$ cat config.mk
export PLATFORM = sky130hd
export DESIGN_NAME = scroll_ctrl
export DESIGN_NICKNAME = d
export VERILOG_FILES = /design/src/rtl/scroll_pkg.sv /design/src/rtl/scroll_ctrl_key_debounce.sv /design/src/rtl/scroll_ctrl.sv
export SDC_FILE = /design/constraint.sdc
export NUM_CORES = 1
export LEC_CHECK = 0
export BUFFER_PORTS_ARGS = -buffer_cell sky130_fd_sc_hd__buf_2
export CORE_ASPECT_RATIO = 1.25
export CORE_MARGIN = 2
export CORE_UTILIZATION = 30
export CTS_BUF_LIST = sky130_fd_sc_hd__clkbuf_4 sky130_fd_sc_hd__clkbuf_8
export DETAILED_ROUTE_END_ITERATION = 16
export SLEW_MARGIN = 20
export SYNTH_ARGS = -nofsm -noshare
export SYNTH_HDL_FRONTEND = slang
export SYNTH_SLANG_ARGS = --single-unit
$ cat constraint.sdc
create_clock -name CLOCK_50 -period 6.2 [get_ports CLOCK_50]
set_input_delay 0.62 -clock CLOCK_50 [delete_from_list [all_inputs] [get_ports CLOCK_50]]
set_output_delay 0.62 -clock CLOCK_50 [all_outputs]
set_load 0.02 [all_outputs]
$ cat src/rtl/scroll_pkg.sv
`default_nettype none
// ============================================================================
//  Module      : scroll_pkg
//  Description : Shared state encoding, rate defaults and accumulator width
//                for the scrolling-message step controller.
//  Revision    : 1.0  initial release
// ============================================================================
package scroll_pkg;

    // Phase accumulator width; must hold any CLK_HZ value used
    localparam int ACC_W        = 27;
    // Width of the steps-per-second rate register
    localparam int RATE_W       = 6;

    // Rate bounds and post-reset value
    localparam int RATE_MIN_DEF = 1;
    localparam int RATE_MAX_DEF = 50;
    localparam int RATE_RST_DEF = 3;

    // Controller state, also shown on the LEDs
    typedef enum logic [1:0] {
        ST_LOAD  = 2'd0,
        ST_RUN   = 2'd1,
        ST_PAUSE = 2'd2
    } state_t;

endpackage
`default_nettype wire

$ cat src/rtl/scroll_ctrl_key_debounce.sv
`default_nettype none
// ============================================================================
//  Module      : key_debounce
//  Description : One pushbutton: two-flop synchronizer, stable-time debounce
//                and a one-cycle press pulse on the debounced 1->0 edge.
//  Revision    : 1.0  initial release
// ============================================================================
module key_debounce #(
    parameter int DB_CYC = 1000000
) (
    input  logic clk,
    input  logic rst,
    input  logic key_n,
    output logic press
);

    localparam int               CNT_W    = (DB_CYC > 1) ? $clog2(DB_CYC) : 1;
    localparam logic [CNT_W-1:0] CNT_LAST = CNT_W'(DB_CYC - 1);

    logic             r_sync1;
    logic             r_sync2;
    logic [CNT_W-1:0] r_cnt;
    logic             r_level;
    logic             r_press;

    // Bring the raw button into the clock domain; idle (released) is high
    always_ff @(posedge clk or posedge rst) begin
        if (rst) begin
            r_sync1 <= 1'b1;
            r_sync2 <= 1'b1;
        end else begin
            r_sync1 <= key_n;
            r_sync2 <= r_sync1;
        end
    end

    // Flip the debounced level once the input has disagreed for DB_CYC clocks
    always_ff @(posedge clk or posedge rst) begin
        if (rst) begin
            r_cnt   <= '0;
            r_level <= 1'b1;
            r_press <= 1'b0;
        end else begin
            r_press <= 1'b0;
            if (r_sync2 == r_level) begin
                r_cnt <= '0;
            end else if (r_cnt == CNT_LAST) begin
                r_cnt   <= '0;
                r_level <= r_sync2;
                r_press <= ~r_sync2;
            end else begin
                r_cnt <= r_cnt + 1'b1;
            end
        end
    end

    assign press = r_press;

endmodule
`default_nettype wire

$ cat src/rtl/scroll_ctrl.sv
`default_nettype none
// ============================================================================
//  Module      : scroll_ctrl
//  Description : Scrolling-display controller. Debounced keys adjust a
//                steps-per-second rate; a fractional phase accumulator emits
//                drift-free step pulses while a LOAD/RUN/PAUSE FSM gates it.
//  Revision    : 1.0  initial release
// ============================================================================
module scroll_ctrl
    import scroll_pkg::*;
#(
    parameter int CLK_HZ   = 50000000,
    parameter int DB_CYC   = 1000000,
    parameter int RATE_RST = RATE_RST_DEF,
    parameter int RATE_MIN = RATE_MIN_DEF,
    parameter int RATE_MAX = RATE_MAX_DEF
) (
    input  logic              CLOCK_50,
    input  logic              RESET,
    input  logic [3:0]        KEY,
    input  logic [1:0]        SW,
    output logic              load,
    output logic              step,
    output logic              dir,
    output logic [RATE_W-1:0] rate,
    output logic [1:0]        state
);

    localparam int                SUM_W      = ACC_W + 1;
    localparam logic [SUM_W-1:0]  C_LIMIT    = SUM_W'(CLK_HZ);
    localparam logic [RATE_W-1:0] C_RATE_RST = RATE_W'(RATE_RST);
    localparam logic [RATE_W-1:0] C_RATE_MIN = RATE_W'(RATE_MIN);
    localparam logic [RATE_W-1:0] C_RATE_MAX = RATE_W'(RATE_MAX);

    logic [3:0]        w_press;
    logic [1:0]        r_sw1;
    logic [1:0]        r_sw2;
    state_t            r_state;
    logic [ACC_W-1:0]  r_acc;
    logic [RATE_W-1:0] r_rate;
    logic              r_load;
    logic              r_step;
    logic              r_dir;
    logic [SUM_W-1:0]  w_sum;
    logic [ACC_W-1:0]  w_diff;

    // One debouncer per pushbutton
    for (genvar gi = 0; gi < 4; gi++) begin : g_key
        key_debounce #(
            .DB_CYC (DB_CYC)
        ) u_key (
            .clk   (CLOCK_50),
            .rst   (RESET),
            .key_n (KEY[gi]),
            .press (w_press[gi])
        );
    end

    // Next accumulator value and its wrapped remainder (fits in ACC_W bits
    // because acc < CLK_HZ before the add)
    assign w_sum  = {1'b0, r_acc} + {{(SUM_W - RATE_W){1'b0}}, r_rate};
    assign w_diff = w_sum[ACC_W-1:0] - C_LIMIT[ACC_W-1:0];

    // Switch synchronizer; reset value selects load mode until SW is seen
    always_ff @(posedge CLOCK_50 or posedge RESET) begin
        if (RESET) begin
            r_sw1 <= 2'b11;
            r_sw2 <= 2'b11;
        end else begin
            r_sw1 <= SW;
            r_sw2 <= r_sw1;
        end
    end

    // Rate register: reset key beats increment beats decrement
    always_ff @(posedge CLOCK_50 or posedge RESET) begin
        if (RESET) begin
            r_rate <= C_RATE_RST;
        end else if (w_press[0]) begin
            r_rate <= C_RATE_RST;
        end else if (w_press[1]) begin
            if (r_rate < C_RATE_MAX) begin
                r_rate <= r_rate + 1'b1;
            end
        end else if (w_press[2]) begin
            if (r_rate > C_RATE_MIN) begin
                r_rate <= r_rate - 1'b1;
            end
        end
    end

    // Direction only follows the switch between steps
    always_ff @(posedge CLOCK_50 or posedge RESET) begin
        if (RESET) begin
            r_dir <= 1'b0;
        end else if (!r_step) begin
            r_dir <= r_sw2[1];
        end
    end

    // LOAD/RUN/PAUSE control with the phase accumulator and step pulse
    always_ff @(posedge CLOCK_50 or posedge RESET) begin
        if (RESET) begin
            r_state <= ST_LOAD;
            r_load  <= 1'b1;
            r_step  <= 1'b0;
            r_acc   <= '0;
        end else begin
            unique case (r_state)
                ST_LOAD: begin
                    r_step <= 1'b0;
                    r_acc  <= '0;
                    if (r_sw2[0]) begin
                        r_load <= 1'b1;
                    end else begin
                        r_load  <= 1'b0;
                        r_state <= ST_RUN;
                    end
                end
                ST_RUN: begin
                    if (r_sw2[0]) begin
                        // Load request wins over a simultaneous pause key
                        r_state <= ST_LOAD;
                        r_load  <= 1'b1;
                        r_step  <= 1'b0;
                        r_acc   <= '0;
                    end else if (w_press[3]) begin
                        r_state <= ST_PAUSE;
                        r_step  <= 1'b0;
                    end else if (w_sum >= C_LIMIT) begin
                        r_step <= 1'b1;
                        r_acc  <= w_diff;
                    end else begin
                        r_step <= 1'b0;
                        r_acc  <= w_sum[ACC_W-1:0];
                    end
                end
                ST_PAUSE: begin
                    r_step <= 1'b0;
                    if (r_sw2[0]) begin
                        r_state <= ST_LOAD;
                        r_load  <= 1'b1;
                        r_acc   <= '0;
                    end else if (w_press[3]) begin
                        r_state <= ST_RUN;
                    end
                end
                default: begin
                    r_state <= ST_LOAD;
                    r_load  <= 1'b1;
                    r_step  <= 1'b0;
                    r_acc   <= '0;
                end
            endcase
        end
    end

    assign load  = r_load;
    assign step  = r_step;
    assign dir   = r_dir;
    assign rate  = r_rate;
    assign state = r_state;

endmodule
`default_nettype wire

==> results of run 1 <==
==> metrics by stage <==
step                util [%]  instance area [µm²]  total power, mW
finish                 33.74                 8507            1.770
global route           33.74                 8507            1.854
CTS                    33.74                 8507            1.800
detailed placement     32.21                 8122            1.078
global placement       32.21                 8122            1.077
floorplan                  -                 7696            1.040
==> worst max path at each step <==
| stage | endpoint | startpoint | slack (ns) |
|---|---|---|---|
| after floorplan | dir | RESET | 1.92 |
| after global placement | r_acc[9] | rate[0] | 2.00 |
| after detailed placement | r_acc[9] | rate[0] | 1.91 |
| after CTS | r_acc[9] | rate[0] | 1.88 |
| after global routing | r_acc[9] | rate[0] | 1.53 |
| final | r_acc[9] | rate[0] | 1.87 |
==> metal layers <==
layer	track usage [%]	vias up	wire length, µm
met5	0	-	0
met1	15.00	2851	7211
li1	-	2957	-
met2	20.86	86	7615
met3	2.313	30	439
met4	5.077	0	305
==> cell type report <==
type	instances	area (µm²)
Multi-Input combinational cell	637	4040
Inverter	18	72.57
Clock buffer	17	234.0
Tap cell	335	419.2
Fill cell	2611	16700
Timing Repair Buffer	21	112.6
Clock inverter	15	151.4
Sequential cell	138	3477
==> synth_stat cells (all sizes together) (18+ instances only) <==
| cell type | number |
|---|---|
| inv | 18 |
| and3 | 26 |
| nand2 | 68 |
| o21ai | 42 |
| nand3 | 51 |
| clkbuf | 19 |
| nand4 | 19 |
| dfstp | 19 |
| xnor2 | 46 |
| or3 | 27 |
| a21oi | 35 |
| ha | 18 |
| xor2 | 41 |
| nor2 | 111 |
| dfrtp | 119 |
==> cells in the final DEF (no fill, tap or decap), types with 6 or more instances in the layout <==
cell type,n
and2_1,7
nor3b_1,6
nand3_1,50
dfrtp_1,119
nor4_1,11
nand2_1,68
inv_1,17
or4_1,6
and3_1,26
nand4_1,19
a21oi_1,35
nor2_1,111
a22o_1,8
inv_6,6
or3_1,27
ha_1,18
a21o_1,8
xnor2_1,46
nor3_1,11
o21ai_0,35
buf_2,18
xor2_1,41
dfstp_2,19
clkbuf_8,17
==> sequential cells by signal, summed over array words and instances, names as in the netlist, 2 cells and up <==
name                 flops
g_key.u_key.r_sync2      4
g_key.u_key.r_sync1      4
g_key.u_key.r_cnt       80
state                    2
g_key.u_key.press        4
g_key.u_key.r_level      4
r_sw2                    2
r_acc                   27
rate                     6
r_sw1                    2
==> worst max-delay path, delay by kind of cell, from the launching register on <==
kind	cells	cell delay, ns
compound gates	7	2.17
simple gates	2	0.68
flops	1	0.62
fa+ha+maj	2	0.53
xor+xnor	1	0.24
==> report_power, final <==
part           switching, mW  internal [mW]  leakage (nW)
Clock                  0.414          0.299         0.183
Sequential            0.0133          0.921          1.85
Combinational         0.0852         0.0377          1.47
Total                  0.513           1.26          3.50
==> cells by family after synthesis <==
logic type	count (synthesis)	synth area share, %
buf+inv	44	2.325
simple gates	368	24.03
mux	9	1.317
xor+xnor	87	9.901
compound gates	154	14.06
fa+ha+maj	19	3.187
flops	138	45.18
==> summary.md, run 1 <==
| Metric | Value |
|---|---|
| WL per Instance | 13.18 µm |
| Final hold violation count | 0 |
| Cell variety after synth | 78 |
| Reg2reg path depth | 12 |
| Clock slew at reported path FFs | 0.10 ns |
| Worst setup margin | 1.866 ns |
| Dpl ws | 1.915 ns |
| Mapped Cells | 819 |
| Initial drt markers | 265 |
| Crit share post-route | 69.90% |
| Final setup vio count | 0 |
| Routed WL | 15.57 mm |
| CTS Root Buffer Type | clkbuf_8 |
| Share of cells above drive strength 1 | 11.11% |
| Post-synth top area share | 38.69% |
| Fin. max-slew vios | 0 |
| Area leader, netlist | dfrtp_1 |
| RSZ-0062 raised after global routing | false |
| Row Count | 65 |
| Syn_area_per_cell | 9.397 µm² |
| Initial antenna violation count | 0 |
| First-pass GRT wire length | 27.52 mm |
| Die Y | 183.1 µm |
| Post-synthesis sequential area ratio | 45.18% |
| Reg-to-reg startpoint | rate[0] |
| FF+latch count, synth | 138 |
| Final cell count without fillers | 1181 |
| Cts-stage hold buffer count | 0 |
| DPL Wire Length | 10.53 mm |
| CTS resizes | 0 |
| Syn nets | 846 |
| Drt pass-1 iters | 5 |
| Drt drc | 0 |
| Worst Hold Class | in -> async |
| Area Growth Syn to Fin | 10.53% |
| Critical Path AT | 4.69 ns |
| Total Routing Usage GR | 12.16% |
| RR Endpoint | r_acc[9] |
| Die W | 147.3 µm |
| Clock latency on the worst-skew pair | 0.46 ns |
| Worst-path maximum fanout | 23 |
| Pin count of the biggest net entering global routing | 76 |
| Maxcap violations | 0 |
| TritonCTS clock tree | built |
| Final Hold Slack | 0.2271 ns |
| GRT overflow | 0 |
| Syn. warnings | 0 |
| Flop2flop setup slack | 1.87 ns |
| Top_reg_cell synth | dfrtp_1 |
| # clock sinks | 138 |
| Crit start category | flop |
| # H-tree levels | 4 |
| Kind of critical path | reg -> reg |
| Vias per cell | 5.016 |
| Max incr delay on CP | 0.62 ns |
| Via count | 5924 |
| Synth async-reset ratio | 100.0% |
| CP Cell Sequence | ha_1 > fa_1 > a211oi_1 > o21ai_1 > nand4_1 > xor2_1 > o41ai_2 > a31oi_4 > o21ai_4 > a21oi_1 > or4_1 > o311ai_1 |
| Fmax | 230.7 MHz |
| Post-route antenna net violation count | 0 |
| Die ar. | 26960 µm² |
| Cts bufs inserted | 17 |
| Power per cell area | 208.0 nW/µm² |
| Req. time, crit path | 6.56 ns |
| Core area | 25210 µm² |
| Initial Util | 30.53% |
| # IOs | 19 |
| I/O Buffers | 18 |
| Slowest cell on the critical path | dfstp_2 |
| Worst Skew | 0.01608 ns |
| Ant. Diodes | 0 |
| Peak supply drop | 0.1840 mV |
| Post-synth EDFFs | 0 |
| Global placer's final weighted congestion | 0.9042 |
| Nets@finish | 860 |
| Bufs on Longest Clock Path | 2 |
| Setup TNS | 0 ns |
| Status | finished clean |
| Lkg Pwr | 3.502 nW |
| Syn Std Cell Area | 7696 µm² |
| DP Cell Count | 1149 |
| Relative slew margins | 37.59% |
| Worst-margin pin slew | 0.9361 ns |
| Vias in the first global route | 5907 |
| Tmin final | 4.334 ns |
| Setup crit end kind | flop |
| Ranking of synthesized cells by area | dfrtp_1, dfstp_2, nor2_1 |
| # Post-CTS Setup Buffers | 0 |
No activity file was read; power rests on OpenSTA's default activity.
==> run 2, diff against run 1 <==
==> constraint.sdc (replaced) <==
create_clock -name CLOCK_50 -period 3.6 [get_ports CLOCK_50]
set_input_delay 0.36 -clock CLOCK_50 [delete_from_list [all_inputs] [get_ports CLOCK_50]]
set_output_delay 0.36 -clock CLOCK_50 [all_outputs]
set_load 0.02 [all_outputs]
==> run 2 against run 1 <==
  * Worst setup slack worse by 1.8 ns
  * Count of clock-buffer cells in the layout up 2
  * Critical endpoint is now r_acc[14]
  * Combinational power up 83%
  * Die area unchanged
  * Maximum frequency up 21%
  * Clock skew down 0.0049 ns
  * Sequential power up 72%
  * Flip-flop and latch count unchanged
  * Largest cell class unchanged
==> summary.md, run 2 (synthesized netlist as in run 1, its figures left out) <==
| Metric | Value |
|---|---|
| WL per Instance | 13.66 µm (was 13.18 µm) |
| Global placer's final weighted congestion | 0.8731 (was 0.9042) |
| Setup crit end kind | flop (unchanged) |
| Most common library cell in the layout ignoring fill and taps | dfrtp_1 (unchanged) |
| Die W | 147.3 µm (unchanged) |
| FILL cells | 2609 (was 2611) |
| Vias in the first global route | 6018 (was 5907) |
| Vias per cell | 4.987 (was 5.016) |
| Storage element area | 3477 µm² (unchanged) |
| Power per cell area | 347.2 nW/µm² (was 208.0 nW/µm²) |
| CTS Root Buffer Type | clkbuf_8 (unchanged) |
| Cts bufs inserted | 17 (unchanged) |
| # clock sinks | 138 (unchanged) |
| Max incr delay on CP | 0.42 ns (was 0.62 ns) |
| Initial Util | 30.53% (unchanged) |
| Worst Hold Class | reg -> reg (was in -> async) |
| Worst setup margin | 0.02204 ns (was 1.866 ns) |
| Relative slew margins | 51.51% (was 37.59%) |
| Status | finished clean (unchanged) |
| # IOs | 19 (unchanged) |
| Max reg flops | 80 (unchanged) |
| Final Hold Slack | 0.3526 ns (was 0.2271 ns) |
| Final core utilization | 36.79% (was 33.74%) |
| Commonest cells after routing, fill and taps aside | dfrtp_1, nor2_1, nand2_1 (unchanged) |
| # H-tree levels | 4 (unchanged) |
| RSZ-0062 raised after global routing | true (was false) |
| Worst-path maximum fanout | 6 (was 23) |
| Initial drt markers | 309 (was 265) |
| Req. time, crit path | 3.99 ns (was 6.56 ns) |
| Bufs on Longest Clock Path | 2 (unchanged) |
| Initial antenna violation count | 0 (unchanged) |
| Total Routing Usage GR | 12.92% (was 12.16%) |
| Maxcap violations | 0 (unchanged) |
| Slowest cell on the critical path | dfrtp_1 (was dfstp_2) |
| Kind of critical path | reg -> reg (unchanged) |
| Drt pass-1 iters | 4 (was 5) |
| DP Cell Count | 1193 (was 1149) |
| DPL Wire Length | 11.42 mm (was 10.53 mm) |
| Die ar. | 26960 µm² (unchanged) |
| Largest Register | g_key.u_key.r_cnt (unchanged) |
| Final cell count without fillers | 1243 (was 1181) |
| Via count | 6199 (was 5924) |
| Routed WL | 16.98 mm (was 15.57 mm) |
| Clock slew at reported path FFs | 0.08 ns (was 0.10 ns) |
| Share of cells above drive strength 1 | 19.16% (was 11.11%) |
| Crit start category | flop (unchanged) |
| Die Y | 183.1 µm (unchanged) |
| Row Count | 65 (unchanged) |
| Post-route antenna net violation count | 0 (unchanged) |
| Worst-margin pin slew | 0.7273 ns (was 0.9361 ns) |
| TritonCTS clock tree | built (unchanged) |
| Nets@finish | 922 (was 860) |
| Crit share post-route | 99.39% (was 69.90%) |
| GRT overflow | 0 (unchanged) |
| Tmin final | 3.578 ns (was 4.334 ns) |
| Area Growth Syn to Fin | 20.53% (was 10.53%) |
| Critical Path AT | 3.97 ns (was 4.69 ns) |
| Ant. Diodes | 0 (unchanged) |
| Setup TNS | 0 ns (unchanged) |
| Clock latency on the worst-skew pair | 0.47 ns (was 0.46 ns) |
| Dpl ws | -0.01045 ns (was 1.915 ns) |
| CP Cell Sequence | ha_4 > fa_2 > a211o_1 > a21boi_4 > or4_4 > mux2_4 > a32oi_4 > a31oi_4 > o21ai_4 > buf_6 > a31oi_2 > or3_1 > o21ai_1 (was ha_1 > fa_1 > a211oi_1 > o21ai_1 > nand4_1 > xor2_1 > o41ai_2 > a31oi_4 > o21ai_4 > a21oi_1 > or4_1 > o311ai_1) |
| Fmax | 279.5 MHz (was 230.7 MHz) |
| Peak supply drop | 0.4356 mV (was 0.1840 mV) |
| Core area | 25210 µm² (unchanged) |
| Lkg Pwr | 3.888 nW (was 3.502 nW) |
| I/O Buffers | 18 (unchanged) |
| Fin. max-slew vios | 0 (unchanged) |
| Worst Skew | 0.01122 ns (was 0.01608 ns) |
| Drt drc | 0 (unchanged) |
| Final setup vio count | 0 (unchanged) |
| Multi-input logic area | 4239 µm² (was 4040 µm²) |
| Final hold violation count | 0 (unchanged) |
| Pin count of the biggest net entering global routing | 72 (was 76) |
| First-pass GRT wire length | 28.71 mm (was 27.52 mm) |
[run 2: changes by cell type in the layout (fill, tap and decap cells not counted), sizes merged]
| cell | previous run | this run |
|---|---|---|
| buf | 21 | 75 |
| dlygate4sd3 | 0 | 7 |
| clkbuf | 17 | 19 |
| o21ai | 42 | 43 |
| clkinvlp | 4 | 2 |
| bufinv | 0 | 4 |
| inv | 27 | 18 |
| clkinv | 2 | 7 |
[run 2: metal layers]
metal	up-vias	share of wire, %	track usage (%)
met5	-	0	0
met2	73	50	22.21
li1	3090	-	-
met4	0	2.0	5.423
met3	22	2.6	2.587
met1	3014	46	15.80
[run 2: final cells by class]
type | instances | area share (%)
multi-input combinational | 638 | 45.70
sequential | 138 | 37.48
timing repair buffer | 82 | 6.892
tap | 335 | 4.518
clock buffer | 19 | 2.752
clock inverter | 13 | 1.888
inverter | 18 | 0.7688
[run 2: repair_timing]
action	4_1_cts	5_1_grt
resized for setup	1	39
gates cloned	0	2
buffers inserted	0	8
pin swaps	0	30
hold buffers	6	1
setup endpoints to repair	7	19
hold endpoints to repair	6	18
[run 2: final timing paths]
| kind | depth (start not counted) | endpoint | start | slack [ns] |
|---|---|---|---|---|
| max reg2reg | 13 | r_acc[14] | r_acc[0] | 0.02 |
| min reg2reg | 0 | r_sw2[1] | r_sw1[1] | 0.35 |
| max in group asynchronous | 5 | g_key[1].u_key.r_level | RESET | 2.17 |
| min | 0 | r_sw2[1] | r_sw1[1] | 0.35 |
| min in group asynchronous | 3 | r_acc[0] | RESET | 0.51 |
| max | 13 | r_acc[14] | r_acc[0] | 0.02 |
[run 2: through the flow]
step,power [mW],cell area [µm²]
2_1_floorplan,1.792,7700
3_3_place_gp,1.857,8463
3_5_place_dp,1.858,8463
4_1_cts,3.268,8957
5_1_grt,3.359,9276
6_report,3.221,9276
[run 2: power breakdown]
group / switching (mW) / total (mW) / internal (mW)
registers: 0.0230 / 1.61 / 1.59
clock network: 0.611 / 1.39 / 0.775
logic: 0.151 / 0.225 / 0.0747
[run 2: critical path: cells and delay by family, from the launching register on]
family	cells	cell delay, ns
AOI/OAI and AO/OA	7	1.50
adders and majority gates	2	0.59
and+or+nand+nor	2	0.47
DFF	1	0.42
muxes	1	0.32
buffers and inverters	1	0.20
==> run 3, diff against run 2 <==
==> constraint.sdc (replaced) <==
create_clock -name CLOCK_50 -period 4.05 [get_ports CLOCK_50]
set_input_delay 0.405 -clock CLOCK_50 [delete_from_list [all_inputs] [get_ports CLOCK_50]]
set_output_delay 0.405 -clock CLOCK_50 [all_outputs]
set_load 0.02 [all_outputs]
==> run 3 against run 2 <==
  * Sequential power fell by 11%
  * Largest power group unchanged
  * Critical endpoint is now r_acc[9]
  * Maximum frequency decreased by 8.1%
  * Global-route usage down 0.23 points
==> summary.md, run 3 (synthesized netlist as in run 1, its figures left out) <==
| Metric | Value |
|---|---|
| Cts bufs inserted | 17 (unchanged) |
| Clock slew at reported path FFs | 0.08 ns (about the same) |
| Hold depth | 1 (was 0) |
| Final core utilization | 34.56% (was 36.79%) |
| Worst-path maximum fanout | 6 (unchanged) |
| Vias per cell | 5.054 (was 4.987) |
| Power per cell area | 331.7 nW/µm² (was 347.2 nW/µm²) |
| Tmin final | 3.893 ns (was 3.578 ns) |
| Share of cells above drive strength 1 | 12.67% (was 19.16%) |
| Worst Hold Class | in -> reg (was reg -> reg) |
| Largest Register | g_key.u_key.r_cnt (unchanged) |
| Die Y | 183.1 µm (unchanged) |
| Commonest cells after routing, fill and taps aside | dfrtp_1, nor2_1, nand2_1 (unchanged) |
| Total Routing Usage GR | 12.68% (was 12.92%) |
| TritonCTS clock tree | built (unchanged) |
| CTS Root Buffer Type | clkbuf_8 (unchanged) |
| Reg-to-reg startpoint | r_acc[0] (unchanged) |
| Reg2reg path depth | 12 (was 13) |
| Routed WL | 16.22 mm (was 16.98 mm) |
| Setup TNS | 0 ns (unchanged) |
| Initial antenna violation count | 0 (unchanged) |
| Area Growth Syn to Fin | 13.22% (was 20.53%) |
| Fmax | 256.9 MHz (was 279.5 MHz) |
| Nets@finish | 874 (was 922) |
| Bufs on Longest Clock Path | 2 (unchanged) |
| Vias in the first global route | 5923 (was 6018) |
| Clock latency on the worst-skew pair | 0.47 ns (about the same) |
| Global placer's final weighted congestion | 0.8558 (was 0.8731) |
| Initial Util | 30.53% (unchanged) |
| Area of placed instances | 8223 µm² (was 8463 µm²) |
| Max reg flops | 80 (unchanged) |
| Pin count of the biggest net entering global routing | 139 (was 72) |
| # clock sinks | 138 (unchanged) |
| Dpl ws | 0.09707 ns (was -0.01045 ns) |
| Lkg Pwr | 3.650 nW (was 3.888 nW) |
| Setup crit end kind | flop (unchanged) |
| # H-tree levels | 4 (unchanged) |
| RR Endpoint | r_acc[9] (was r_acc[14]) |
| Maxcap violations | 0 (unchanged) |
| Most common library cell in the layout ignoring fill and taps | dfrtp_1 (unchanged) |
| Hold Path Origin | SW[1] (was r_sw1[1]) |
| Critical Path AT | 4.25 ns (was 3.97 ns) |
| Worst setup margin | 0.1572 ns (was 0.02204 ns) |
| Core area | 25210 µm² (unchanged) |
| Ant. Diodes | 0 (unchanged) |
| CP Cell Sequence | ha_1 > fa_1 > a211o_1 > a21boi_1 > o211ai_1 > nor4_4 > a32oi_4 > a31oi_4 > o21ai_2 > and3_1 > or4_1 > o311ai_1 (was ha_4 > fa_2 > a211o_1 > a21boi_4 > or4_4 > mux2_4 > a32oi_4 > a31oi_4 > o21ai_4 > buf_6 > a31oi_2 > or3_1 > o21ai_1) |
| Peak supply drop | 0.4774 mV (was 0.4356 mV) |
| Worst Skew | 0.01599 ns (was 0.01122 ns) |
| Crit start category | flop (unchanged) |
| # IOs | 19 (unchanged) |
| Design area | 8713 µm² (was 9276 µm²) |
| Die W | 147.3 µm (unchanged) |
| Final cell count without fillers | 1195 (was 1243) |
| Max incr delay on CP | 0.48 ns (was 0.42 ns) |
| DP Cell Count | 1161 (was 1193) |
| WL per Instance | 13.58 µm (was 13.66 µm) |
| Critical path buffer and inverter count | 0 (was 1) |
| Initial drt markers | 248 (was 309) |
| Kind of critical path | reg -> reg (unchanged) |
| Status | finished clean (unchanged) |
| First-pass GRT wire length | 28.25 mm (was 28.71 mm) |
| Final setup vio count | 0 (unchanged) |
| I/O Buffers | 18 (unchanged) |
| Fin. max-slew vios | 0 (unchanged) |
| Relative slew margins | 50.23% (was 51.51%) |
| Post-route antenna net violation count | 0 (unchanged) |
| Worst-margin pin slew | 0.7466 ns (was 0.7273 ns) |
| Hold Crit Endpoint | r_sw1[1] (was r_sw2[1]) |
| Flop2flop setup slack | 0.16 ns (was 0.02 ns) |
| Multi-input logic area | 4073 µm² (was 4239 µm²) |
| Drt drc | 0 (unchanged) |
| Die ar. | 26960 µm² (unchanged) |
| FILL cells | 2656 (was 2609) |
| GRT overflow | 0 (unchanged) |
| Via count | 6040 (was 6199) |
| Crit share post-route | 96.12% (was 99.39%) |
| CP delay by family, top | compound AO/OA/AOI/OAI gates (unchanged) |
| Storage element area | 3477 µm² (unchanged) |
| Req. time, crit path | 4.41 ns (was 3.99 ns) |
| Row Count | 65 (unchanged) |
| DPL Wire Length | 10.93 mm (was 11.42 mm) |
| Drt pass-1 iters | 4 (unchanged) |
| Slowest cell on the critical path | nor4_4 (was dfrtp_1) |
| Final hold violation count | 0 (unchanged) |
[run 3: cell count changes in the layout (fill, tap and decap cells not counted), moves of 2 or more]
cell and change:
buf_4 -35, ha_2 -2, a211oi_1 +5, clkbuf_8 +2
buf_6 -5, nand3_4 -2, clkinv_2 -3, a31oi_1 +2
dlygate4sd3_1 -7, ha_1 +3, nor4_2 -2, nand3_1 +3
o21ai_4 -2, a211oi_2 -4
[run 3: per-layer routing]
layer,GRT usage [%],up-vias,wire [µm]
met5,0,-,0
met4,4.692,0,275
met3,2.886,20,468
met2,22.15,78,8221
met1,15.26,2953,7259
li1,-,2989,-
[run 3: per-stage QoR]
step	hold slack [ns]	power, mW
after floorplan	0.3452	1.593
after global placement	0.3463	1.649
after detailed placement	0.3472	1.652
after CTS	0.001499	2.939
after global routing	0.00002320	3.018
final	0.03104	2.890
[run 3: worst max-delay path by stage]
| stage | from | end | slack, ns | depth (start not counted) |
|---|---|---|---|---|
| after floorplan | rate[0] | r_acc[19] | 0.49 | 13 |
| after global placement | rate[0] | r_acc[15] | 0.16 | 13 |
| after detailed placement | rate[0] | r_acc[14] | 0.1 | 13 |
| after CTS | rate[0] | r_acc[9] | 0.11 | 12 |
| after global routing | r_acc[0] | r_acc[9] | -0.003 | 12 |
| final | r_acc[0] | r_acc[9] | 0.16 | 12 |
[run 3: final cells by class]
type                    count  share of cell area, %
multi-input cells         638                  46.74
flip-flops and latches    138                  39.91
well taps                 335                  4.810
clock buffers              21                  3.245
repair buffers             34                  2.556
clock inverters            11                  1.924
inverters                  18                 0.8185
[run 3: power breakdown]
part	internal, mW	switching [mW]	total (mW)
clock network	0.726	0.543	1.27
registers	1.41	0.0208	1.43
logic	0.0590	0.131	0.190
total	2.20	0.695	2.89
[run 3: what timing repair did]
action	in CTS	in global routing
endpoints found under the hold margin	0	0
endpoints found under the setup margin	0	13
resized for setup	0	3
hold buffers	0	0
setup buffers	0	1
